### config.mk
export PLATFORM = sky130hd
export DESIGN_NAME = multicycle_main_ctrl
export DESIGN_NICKNAME = d
export VERILOG_FILES = /design/src/rtl/multicycle_main_ctrl.sv
export SDC_FILE = /design/constraint.sdc
export NUM_CORES = 1
export LEC_CHECK = 0
export BUFFER_PORTS_ARGS = -buffer_cell sky130_fd_sc_hd__buf_4
export CAP_MARGIN = 20
export CORE_MARGIN = 8
export CORE_UTILIZATION = 50
export CTS_BUF_LIST = sky130_fd_sc_hd__clkbuf_2
export DETAILED_ROUTE_END_ITERATION = 7
export PLACE_DENSITY = 0.86
export RECOVER_POWER = 50
export SLEW_MARGIN = 20
export SYNTH_ARGS = -nofsm -noshare
export SYNTH_HDL_FRONTEND = slang
export SYNTH_SLANG_ARGS = --single-unit
### constraint.sdc
create_clock -name clk -period 2.1 [get_ports clk]
set_clock_uncertainty 0.2 [all_clocks]
set_input_delay 0.105 -clock clk [delete_from_list [all_inputs] [get_ports clk]]
set_output_delay 0.105 -clock clk [all_outputs]
set_load 0.01 [all_outputs]
### src/rtl/multicycle_main_ctrl.sv
// multicycle_main_ctrl
// Main control FSM for the RV32 multicycle core. It steps each instruction
// through fetch, decode, execute, memory and writeback states, and drives the
// datapath mux selects, write enables and ALU-op class. It also provides:
//   - an optional memory ready handshake that stalls FETCH, MEMREAD and MEMWRITE
//   - illegal-opcode trapping
//   - a one-cycle instruction-retire pulse
//
// Parameters:
//   MEM_WAIT_EN  1: memory states hold until mem_ready; 0: single-cycle memory
//   TRAP_HALT    1: TRAP is terminal until reset; 0: TRAP lasts one cycle
//   EN_UPPER     0: LUI/AUIPC are treated as illegal
//   EN_JALR      0: JALR is treated as illegal
// Ports:
//   clk, reset (synchronous, active-high), op (instr[6:0]), mem_ready
//   MemWrite, RegWrite, IRWrite, AdrSrc, PCUpdate, Branch  - enables/selects
//   ResultSrc, ALUSrcA, ALUSrcB, ALUOp (2b), ImmSrc (3b)   - datapath controls
//   mem_req, illegal_instr, instr_done, state (4b debug)
module multicycle_main_ctrl #(
  parameter bit MEM_WAIT_EN = 1'b0,
  parameter bit TRAP_HALT   = 1'b1,
  parameter bit EN_UPPER    = 1'b1,
  parameter bit EN_JALR     = 1'b1
) (
  input  logic       clk,
  input  logic       reset,
  input  logic [6:0] op,
  input  logic       mem_ready,
  output logic       MemWrite,
  output logic       RegWrite,
  output logic       IRWrite,
  output logic       AdrSrc,
  output logic       PCUpdate,
  output logic       Branch,
  output logic [1:0] ResultSrc,
  output logic [1:0] ALUSrcA,
  output logic [1:0] ALUSrcB,
  output logic [1:0] ALUOp,
  output logic [2:0] ImmSrc,
  output logic       mem_req,
  output logic       illegal_instr,
  output logic       instr_done,
  output logic [3:0] state
);

  localparam logic [6:0] OP_LOAD   = 7'b0000011;
  localparam logic [6:0] OP_STORE  = 7'b0100011;
  localparam logic [6:0] OP_REG    = 7'b0110011;
  localparam logic [6:0] OP_IMM    = 7'b0010011;
  localparam logic [6:0] OP_BRANCH = 7'b1100011;
  localparam logic [6:0] OP_JAL    = 7'b1101111;
  localparam logic [6:0] OP_JALR   = 7'b1100111;
  localparam logic [6:0] OP_LUI    = 7'b0110111;
  localparam logic [6:0] OP_AUIPC  = 7'b0010111;

  typedef enum logic [3:0] {
    S_FETCH     = 4'd0,
    S_DECODE    = 4'd1,
    S_MEMADR    = 4'd2,
    S_MEMREAD   = 4'd3,
    S_MEMWB     = 4'd4,
    S_MEMWRITE  = 4'd5,
    S_EXECR     = 4'd6,
    S_ALUWB     = 4'd7,
    S_EXECI     = 4'd8,
    S_JAL       = 4'd9,
    S_BRANCH    = 4'd10,
    S_JALR      = 4'd11,
    S_JALR_LINK = 4'd12,
    S_LUI       = 4'd13,
    S_AUIPC     = 4'd14,
    S_TRAP      = 4'd15
  } state_t;

  state_t state_reg, state_next;
  // Set once TRAP has been occupied for a cycle, so the retire pulse fires
  // only on the first TRAP cycle even when TRAP is terminal.
  logic   trap_seen_reg;
  logic   accept;

  // A memory access completes this cycle (always, when the handshake is off).
  assign accept = (MEM_WAIT_EN == 1'b0) || mem_ready;

  // Debug view of the state reads FETCH while reset is held.
  assign state = reset ? 4'd0 : state_reg;

  // State register
  always_ff @(posedge clk) begin
    if (reset) begin
      state_reg     <= S_FETCH;
      trap_seen_reg <= 1'b0;
    end else begin
      state_reg     <= state_next;
      trap_seen_reg <= (state_reg == S_TRAP);
    end
  end

  // Next-state logic
  always_comb begin
    state_next = state_reg;
    case (state_reg)
      S_FETCH:     if (accept) state_next = S_DECODE;
      S_DECODE: begin
        case (op)
          OP_LOAD, OP_STORE: state_next = S_MEMADR;
          OP_REG:            state_next = S_EXECR;
          OP_IMM:            state_next = S_EXECI;
          OP_BRANCH:         state_next = S_BRANCH;
          OP_JAL:            state_next = S_JAL;
          OP_JALR:           state_next = EN_JALR  ? S_JALR  : S_TRAP;
          OP_LUI:            state_next = EN_UPPER ? S_LUI   : S_TRAP;
          OP_AUIPC:          state_next = EN_UPPER ? S_AUIPC : S_TRAP;
          default:           state_next = S_TRAP;
        endcase
      end
      // op[5] separates store from load in the two opcodes that reach here.
      S_MEMADR:    state_next = op[5] ? S_MEMWRITE : S_MEMREAD;
      S_MEMREAD:   if (accept) state_next = S_MEMWB;
      S_MEMWB:     state_next = S_FETCH;
      S_MEMWRITE:  if (accept) state_next = S_FETCH;
      S_EXECR:     state_next = S_ALUWB;
      S_EXECI:     state_next = S_ALUWB;
      S_ALUWB:     state_next = S_FETCH;
      S_JAL:       state_next = S_ALUWB;
      S_BRANCH:    state_next = S_FETCH;
      S_JALR:      state_next = S_JALR_LINK;
      S_JALR_LINK: state_next = S_ALUWB;
      S_LUI:       state_next = S_ALUWB;
      S_AUIPC:     state_next = S_ALUWB;
      S_TRAP:      state_next = TRAP_HALT ? S_TRAP : S_FETCH;
      default:     state_next = S_FETCH;
    endcase
  end

  // Output decode; everything is held low while reset is asserted.
  always_comb begin
    MemWrite      = 1'b0;
    RegWrite      = 1'b0;
    IRWrite       = 1'b0;
    AdrSrc        = 1'b0;
    PCUpdate      = 1'b0;
    Branch        = 1'b0;
    ResultSrc     = 2'b00;
    ALUSrcA       = 2'b00;
    ALUSrcB       = 2'b00;
    ALUOp         = 2'b00;
    mem_req       = 1'b0;
    illegal_instr = 1'b0;
    instr_done    = 1'b0;
    if (!reset) begin
      case (state_reg)
        S_FETCH: begin
          ALUSrcB   = 2'b10;
          ResultSrc = 2'b10;
          mem_req   = 1'b1;
          IRWrite   = accept;
          PCUpdate  = accept;
        end
        // OldPC + imm: branch/JAL target parked in ALUOut.
        S_DECODE: begin
          ALUSrcA = 2'b01;
          ALUSrcB = 2'b01;
        end
        S_MEMADR: begin
          ALUSrcA = 2'b10;
          ALUSrcB = 2'b01;
        end
        S_MEMREAD: begin
          AdrSrc  = 1'b1;
          mem_req = 1'b1;
        end
        S_MEMWB: begin
          ResultSrc  = 2'b01;
          RegWrite   = 1'b1;
          instr_done = 1'b1;
        end
        // MemWrite is level-held through a stall; memory commits on accept.
        S_MEMWRITE: begin
          AdrSrc     = 1'b1;
          MemWrite   = 1'b1;
          mem_req    = 1'b1;
          instr_done = accept;
        end
        S_EXECR: begin
          ALUSrcA = 2'b10;
          ALUOp   = 2'b10;
        end
        S_EXECI: begin
          ALUSrcA = 2'b10;
          ALUSrcB = 2'b01;
          ALUOp   = 2'b10;
        end
        S_ALUWB: begin
          RegWrite   = 1'b1;
          instr_done = 1'b1;
        end
        S_JAL: begin
          ALUSrcA  = 2'b01;
          ALUSrcB  = 2'b10;
          PCUpdate = 1'b1;
        end
        S_BRANCH: begin
          ALUSrcA    = 2'b10;
          ALUOp      = 2'b01;
          Branch     = 1'b1;
          instr_done = 1'b1;
        end
        // PC <= rs1 + imm straight from the ALU result.
        S_JALR: begin
          ALUSrcA   = 2'b10;
          ALUSrcB   = 2'b01;
          ResultSrc = 2'b10;
          PCUpdate  = 1'b1;
        end
        // Link value OldPC + 4; rs1 was already consumed, so rd == rs1 is safe.
        S_JALR_LINK: begin
          ALUSrcA = 2'b01;
          ALUSrcB = 2'b10;
        end
        S_LUI: begin
          ALUSrcA = 2'b11;
          ALUSrcB = 2'b01;
        end
        S_AUIPC: begin
          ALUSrcA = 2'b01;
          ALUSrcB = 2'b01;
        end
        S_TRAP: begin
          illegal_instr = 1'b1;
          instr_done    = !trap_seen_reg;
        end
        default: ;
      endcase
    end
  end

  // Immediate format follows the opcode in every state.
  always_comb begin
    case (op)
      OP_LOAD, OP_IMM, OP_JALR: ImmSrc = 3'b000;
      OP_STORE:                 ImmSrc = 3'b001;
      OP_BRANCH:                ImmSrc = 3'b010;
      OP_JAL:                   ImmSrc = 3'b011;
      OP_LUI, OP_AUIPC:         ImmSrc = 3'b100;
      default:                  ImmSrc = 3'b000;
    endcase
  end

endmodule

==> flow_metrics.env, run 1 <==
export IMPL_largest_reg_flops=4
export IMPL_cts_sinks=5
export IMPL_async_reset_ff_share_pct=0
export IMPL_cts_buffers=3
export IMPL_power_mw=1.10
export IMPL_drc=0
export IMPL_syn_mean_instance_area_sq_um=6.33
export IMPL_cts_max_path_buffers=2
export IMPL_syn_to_final_growth_pct=29.3
export IMPL_yosysWarnings=0
export IMPL_clkTransAtPathRegs_ns=0.05
export IMPL_synth_most_common_cell="nor2_1"
export IMPL_vias=842
export IMPL_outcome="complete, no violations"
export IMPL_cap_viol_max_count=0
export IMPL_cp_arrival_ns=1.58
export IMPL_tightestPinTransition_ns=0.419
export IMPL_ys_seq_area_share_pct=14.7
export IMPL_synthFlopType="dfxtp_1"
export IMPL_synth_distinct_cells=35
export IMPL_grt_max_degree=21
export IMPL_post_cts_buffers=0
export IMPL_grt_pass1_wl_microns=3090
export IMPL_slowest_stage="dfxtp_1"
export IMPL_dpl_cell_area_sq_um=887
export IMPL_ios=34
export IMPL_slew_headroom_pct=72.1
export IMPL_final_max_slew_viol_count=0
export IMPL_seq_area_sq_um=104
export IMPL_r2r_slack_ns=0.50
export IMPL_drt_initial_drc_count=18
export IMPL_drtAntennaViolNets=0
export IMPL_drtPass1Iterations=4
export IMPL_rsz0062_at_grt="false"
export IMPL_cts_hold_buf=0
export IMPL_antenna_found_initial=0
export IMPL_p_per_area_nw_per_um2=1240
export IMPL_fin_setup_tns_ns=0
export IMPL_period_share_pct=89.6
export IMPL_viasPerCell=5.65
export IMPL_synth_ff_latch_count=5
export IMPL_irDropWorstVdd_uv=780
export IMPL_cts_root_buf="clkbuf_2"
export IMPL_io_buffers=32
export IMPL_synth_edf_count=0
export IMPL_final_nets=145
export IMPL_num_antenna_cells=0
export IMPL_cts_resized=0
export IMPL_hold_path_class="in -> reg"
export IMPL_clk_latency_ns=0.21
export IMPL_synth_top_area_share_pct=14.7
export IMPL_die_x_microns=53.0
export IMPL_setup_violations=0
export IMPL_crit_chain="and2b_1 -> nor3_1 -> a21oi_1 -> nor3_1 -> buf_4"
export IMPL_drive_gt1_share_pct=25.4
export IMPL_synth_common_cells="nor2_1 (14), a21oi_1 (10), nor3_1 (8)"
export IMPL_crit_top_cell="nor3_1"
export IMPL_core_sq_um=1280
export IMPL_syn_area_sq_um=683
export IMPL_grt_pass1_vias=771
export IMPL_grtUsageTotal_pct=13.6
export IMPL_fp_row_count=13
export IMPL_synthTopCellsByArea="dfxtp_1 (15%), nor2_1 (7.7%), a21oi_1 (7.3%), nor3_1 (5.9%), o21ai_0 (5.1%)"
export IMPL_period_needed_ns=1.88
export IMPL_die_height_microns=53.0
export IMPL_fin_area_sq_um=883
export IMPL_path_max_fanout=14
export IMPL_synth_nets=118
export IMPL_multiInputGateArea_sq_um=504
export IMPL_n_fill_cell=133
export IMPL_clock_fmax_mhz=531
export IMPL_cp_end_kind="output port"
export IMPL_wl_per_cell_microns=13.2
export IMPL_die_area_sq_um=2810
export IMPL_htree_levels=1
export IMPL_hpwlAfterDp_microns=1540
export IMPL_path_class="reg -> out"
export IMPL_startpoint_type="flip-flop"
export IMPL_leakagePower_nw=0.411
export IMPL_cts_tree="yes"
export IMPL_hold_viol=0
export IMPL_crit_required_ns=1.79
export IMPL_grt_ovfl_total=0
export IMPL_yosys_area_top_type="dfxtp_1"
export IMPL_routed_wl_microns=1970
export IMPL_place_congestion=0.800
export IMPL_synth_cells=108
export IMPL_max_stage_delay_ns=0.57
export IMPL_start_util_pct=53.2
cell type report:
class / instances / share of cell area, %
tap: 15 / 2.12
sequential: 5 / 11.8
clock buffer: 4 / 2.27
multi-input combinational: 88 / 57.1
inverter: 5 / 2.12
timing repair buffer: 32 / 24.6
worst max-delay path: cells and delay by family (launching register included):
kind	cells	cell delay (ns)
buf+inv	1	0.15
flops	1	0.57
simple gates	3	0.60
compound gates	1	0.06
placed cells by master, fill, tap and decap left out, drive strengths merged, types with 2 or more instances in the layout:
master / count
a211oi: 3
and2: 2
dfxtp: 5
buf: 26
nor2b: 5
inv: 5
mux2i: 2
a21oi: 10
o21ai: 7
nand2b: 4
a21boi: 2
nand3: 3
nand2: 7
nor3: 8
nor2: 14
and3: 3
clkbuf: 10
or3: 3
kinds of logic (layout without fill, tap and decap cells):
family	after synthesis	count (layout)	synth area share [%]
xor+xnor	1	1	1.28
mux	2	2	2.93
compound gates	30	30	27.8
flops	5	5	14.7
buf+inv	15	41	10.8
simple gates	55	55	42.5
metal layers:
layer	global-route usage (%)	routed length, microns	part of all wire (%)	up-vias
li1	-	-	-	439
met1	14.2	797	40	379
met2	25.0	1040	53	24
met3	3.64	132	6.7	0
met4	4.74	0	0	0
met5	0	0	0	-
power breakdown:
part	switching (mW)	internal, mW	total (mW)	leakage [nW]
clock network	0.0351	0.0504	0.0855	0.0166
logic	0.366	0.365	0.731	0.353
registers	0.143	0.137	0.280	0.0421
total	0.544	0.552	1.10	0.411
worst paths after layout:
path / startpoint / to / depth (start not counted)
min reg2reg: state_reg[3]$_SDFF_PP0_ / state_reg[3]$_SDFF_PP0_ / 2
max: state_reg[2]$_SDFF_PP0_ / ALUSrcB[1] / 5
min: op[5] / state_reg[1]$_SDFF_PP0_ / 3
max reg2reg: state_reg[2]$_SDFF_PP0_ / state_reg[0]$_SDFF_PP0_ / 2
through the flow:
stage,worst slack (ns),util [%],cells,hold WS (ns)
6_report,0.218,68.7,149,0.0886
5_1_grt,0.0771,68.7,149,0.0843
4_1_cts,0.0802,70.6,149,0.0885
3_5_place_dp,0.316,69.0,145,0.300
3_3_place_gp,0.354,69.0,145,0.293
2_1_floorplan,0.482,-,108,0.123
(Power assumes the default switching activity.)
==> inputs of run 2 (changes only) <==
--- a/config.mk
+++ b/config.mk
@@ -7,11 +7,14 @@
 export LEC_CHECK = 0
 export BUFFER_PORTS_ARGS = -buffer_cell sky130_fd_sc_hd__buf_4
 export CAP_MARGIN = 20
+export CELL_PAD_IN_SITES_DETAIL_PLACEMENT = 1
+export CELL_PAD_IN_SITES_GLOBAL_PLACEMENT = 2
+export CORE_ASPECT_RATIO = 0.7
 export CORE_MARGIN = 8
-export CORE_UTILIZATION = 50
+export CORE_UTILIZATION = 24
 export CTS_BUF_LIST = sky130_fd_sc_hd__clkbuf_2
 export DETAILED_ROUTE_END_ITERATION = 7
-export PLACE_DENSITY = 0.86
+export PLACE_DENSITY = 0.85
 export RECOVER_POWER = 50
 export SLEW_MARGIN = 20
 export SYNTH_ARGS = -nofsm -noshare
==> run 2 against run 1 <==
Against the previous run:
- combinational power increased by 12%
- highest routed layer is now met4
- sequential cell count unchanged
- fmax decreased by 0.21%
- final area increased by 6.1%
- largest cell class unchanged
==> flow_metrics.env, run 2 (synthesized netlist as in run 1, its figures left out) <==
export IMPL_hold_path_endpoint="state_reg[1]$_SDFF_PP0_"
export IMPL_drtAntennaViolNets=0
export IMPL_wl_per_cell_microns=14.8
export IMPL_rsz0062_at_grt="false"
export IMPL_hold_viol=0
export IMPL_clkTransAtPathRegs_ns=0.06
export IMPL_tightestPinTransition_ns=0.422
export IMPL_core_sq_um=2760
export IMPL_cap_viol_max_count=0
export IMPL_path_max_fanout=13
export IMPL_cts_root_buf="clkbuf_2"
export IMPL_clockPowerShare_pct=8.3
export IMPL_clock_fmax_mhz=530
export IMPL_antenna_found_initial=0
export IMPL_viasPerCell=5.02
export IMPL_path_class="reg -> out"
export IMPL_switching_share_pct=49.4
export IMPL_mostFrequentLayoutCells="buf_4 (29), nor2_1 (14), a21oi_1 (10)"
export IMPL_startpoint_type="flip-flop"
export IMPL_cts_sinks=5
export IMPL_cts_max_path_buffers=2
export IMPL_hold_path_class="in -> reg"
export IMPL_drive_gt1_share_pct=27.7
export IMPL_worstRegToRegCells=2
export IMPL_grt_pass1_wl_microns=4060
export IMPL_period_share_pct=89.8
export IMPL_internal_power_mw=0.598
export IMPL_r2r_slack_ns=0.64
export IMPL_irDropWorstVdd_uv=294
export IMPL_r2r_end="state_reg[0]$_SDFF_PP0_"
export IMPL_reg2reg_from="state_reg[3]$_SDFF_PP0_"
export IMPL_leakagePower_nw=0.427
export IMPL_power_mw=1.18
export IMPL_final_max_slew_viol_count=0
export IMPL_final_util_pct=33.9
export IMPL_grt_ovfl_total=0
export IMPL_cts_resized=0
export IMPL_cts_buffers=3
export IMPL_drc=0
export IMPL_die_height_microns=60.6
export IMPL_fp_row_count=16
export IMPL_layout_commonest_cell="buf_4"
export IMPL_ios=34
export IMPL_crit_required_ns=1.79
export IMPL_die_x_microns=79.8
export IMPL_io_buffers=32
export IMPL_setup_violations=0
export IMPL_syn_to_final_growth_pct=37.2
export IMPL_cts_tree="yes"
export IMPL_start_util_pct=24.7
export IMPL_final_nets=148
export IMPL_placed_cells=169
export IMPL_die_area_sq_um=4840
export IMPL_clk_latency_ns=0.23
export IMPL_num_antenna_cells=0
export IMPL_hp_start="op[5]"
export IMPL_drt_initial_drc_count=25
export IMPL_drtPass1Iterations=4
export IMPL_cp_end_kind="output port"
export IMPL_routed_wl_microns=2550
export IMPL_cts_hold_buf=0
export IMPL_vias=868
export IMPL_grt_max_degree=18
export IMPL_comb_power_share_pct=69.6
export IMPL_final_cell_count_no_fill=173
export IMPL_period_needed_ns=1.89
export IMPL_place_congestion=0.834
export IMPL_p_per_area_nw_per_um2=1260
export IMPL_htree_levels=1
export IMPL_hpwlAfterDp_microns=2040
export IMPL_post_cts_buffers=0
export IMPL_largest_reg_flops=4
export IMPL_slew_headroom_pct=71.1
export IMPL_power_frac_seq_pct=22.1
export IMPL_fin_setup_tns_ns=0
export IMPL_p_sw_mw=0.583
export IMPL_outcome="complete, no violations"
export IMPL_grtUsageTotal_pct=10.4
export IMPL_min_path_cells=3
export IMPL_grt_pass1_vias=839
export IMPL_cp_arrival_ns=1.58
[run 2: worst max-delay path, stage by stage, from the launching register on]
cell	delay, ns
dfxtp_2	0.39
buf_4	0.18
or3_1	0.39
a211oi_1	0.23
buf_4	0.16
[run 2: per-layer routing]
layer	up-vias	wire, microns	track usage [%]
met5	-	0	0
met4	0	8	2.32
met3	2	101	3.70
met2	10	1280	18.1
met1	415	1160	12.2
li1	441	-	-
[run 2: how the worst max path moves through the flow]
stage                    to  depth (start not counted)  slack (ns)                    start
2_1_floorplan       mem_req                          4        0.48  state_reg[1]$_SDFF_PP0_
3_3_place_gp        mem_req                          5        0.39  state_reg[1]$_SDFF_PP0_
3_5_place_dp     ALUSrcB[1]                          5        0.34  state_reg[2]$_SDFF_PP0_
4_1_cts          ALUSrcB[1]                          5        0.07  state_reg[2]$_SDFF_PP0_
5_1_grt             mem_req                          5        0.08  state_reg[1]$_SDFF_PP0_
6_report       ResultSrc[1]                          4        0.21  state_reg[1]$_SDFF_PP0_
[run 2: layout make-up]
type,instances,area (sq um)
clock buffer,4,20.0
tap,36,45.0
fill,361,1830
inverter,5,18.8
sequential,5,104
timing repair buffer,35,240
multi-input combinational,88,509
[run 2: per-stage QoR]
step / cell area (sq um) / hold slack (ns) / setup WS, ns
after detailed placement: 936 / 0.295 / 0.343
after global placement: 936 / 0.288 / 0.393
after global routing: 937 / 0.0760 / 0.0757
final: 937 / 0.0516 / 0.214
after CTS: 956 / 0.0478 / 0.0687
after floorplan: 683 / 0.123 / 0.482
[run 2: power groups by stage]
stage | clock [mW] | sequential [mW] | combinational, mW
floorplan | 0 | 0.148 | 0.636
global placement | 0 | 0.250 | 0.820
detailed placement | 0 | 0.257 | 0.837
CTS | 0.100 | 0.255 | 0.841
global route | 0.106 | 0.280 | 0.917
finish | 0.0977 | 0.261 | 0.822
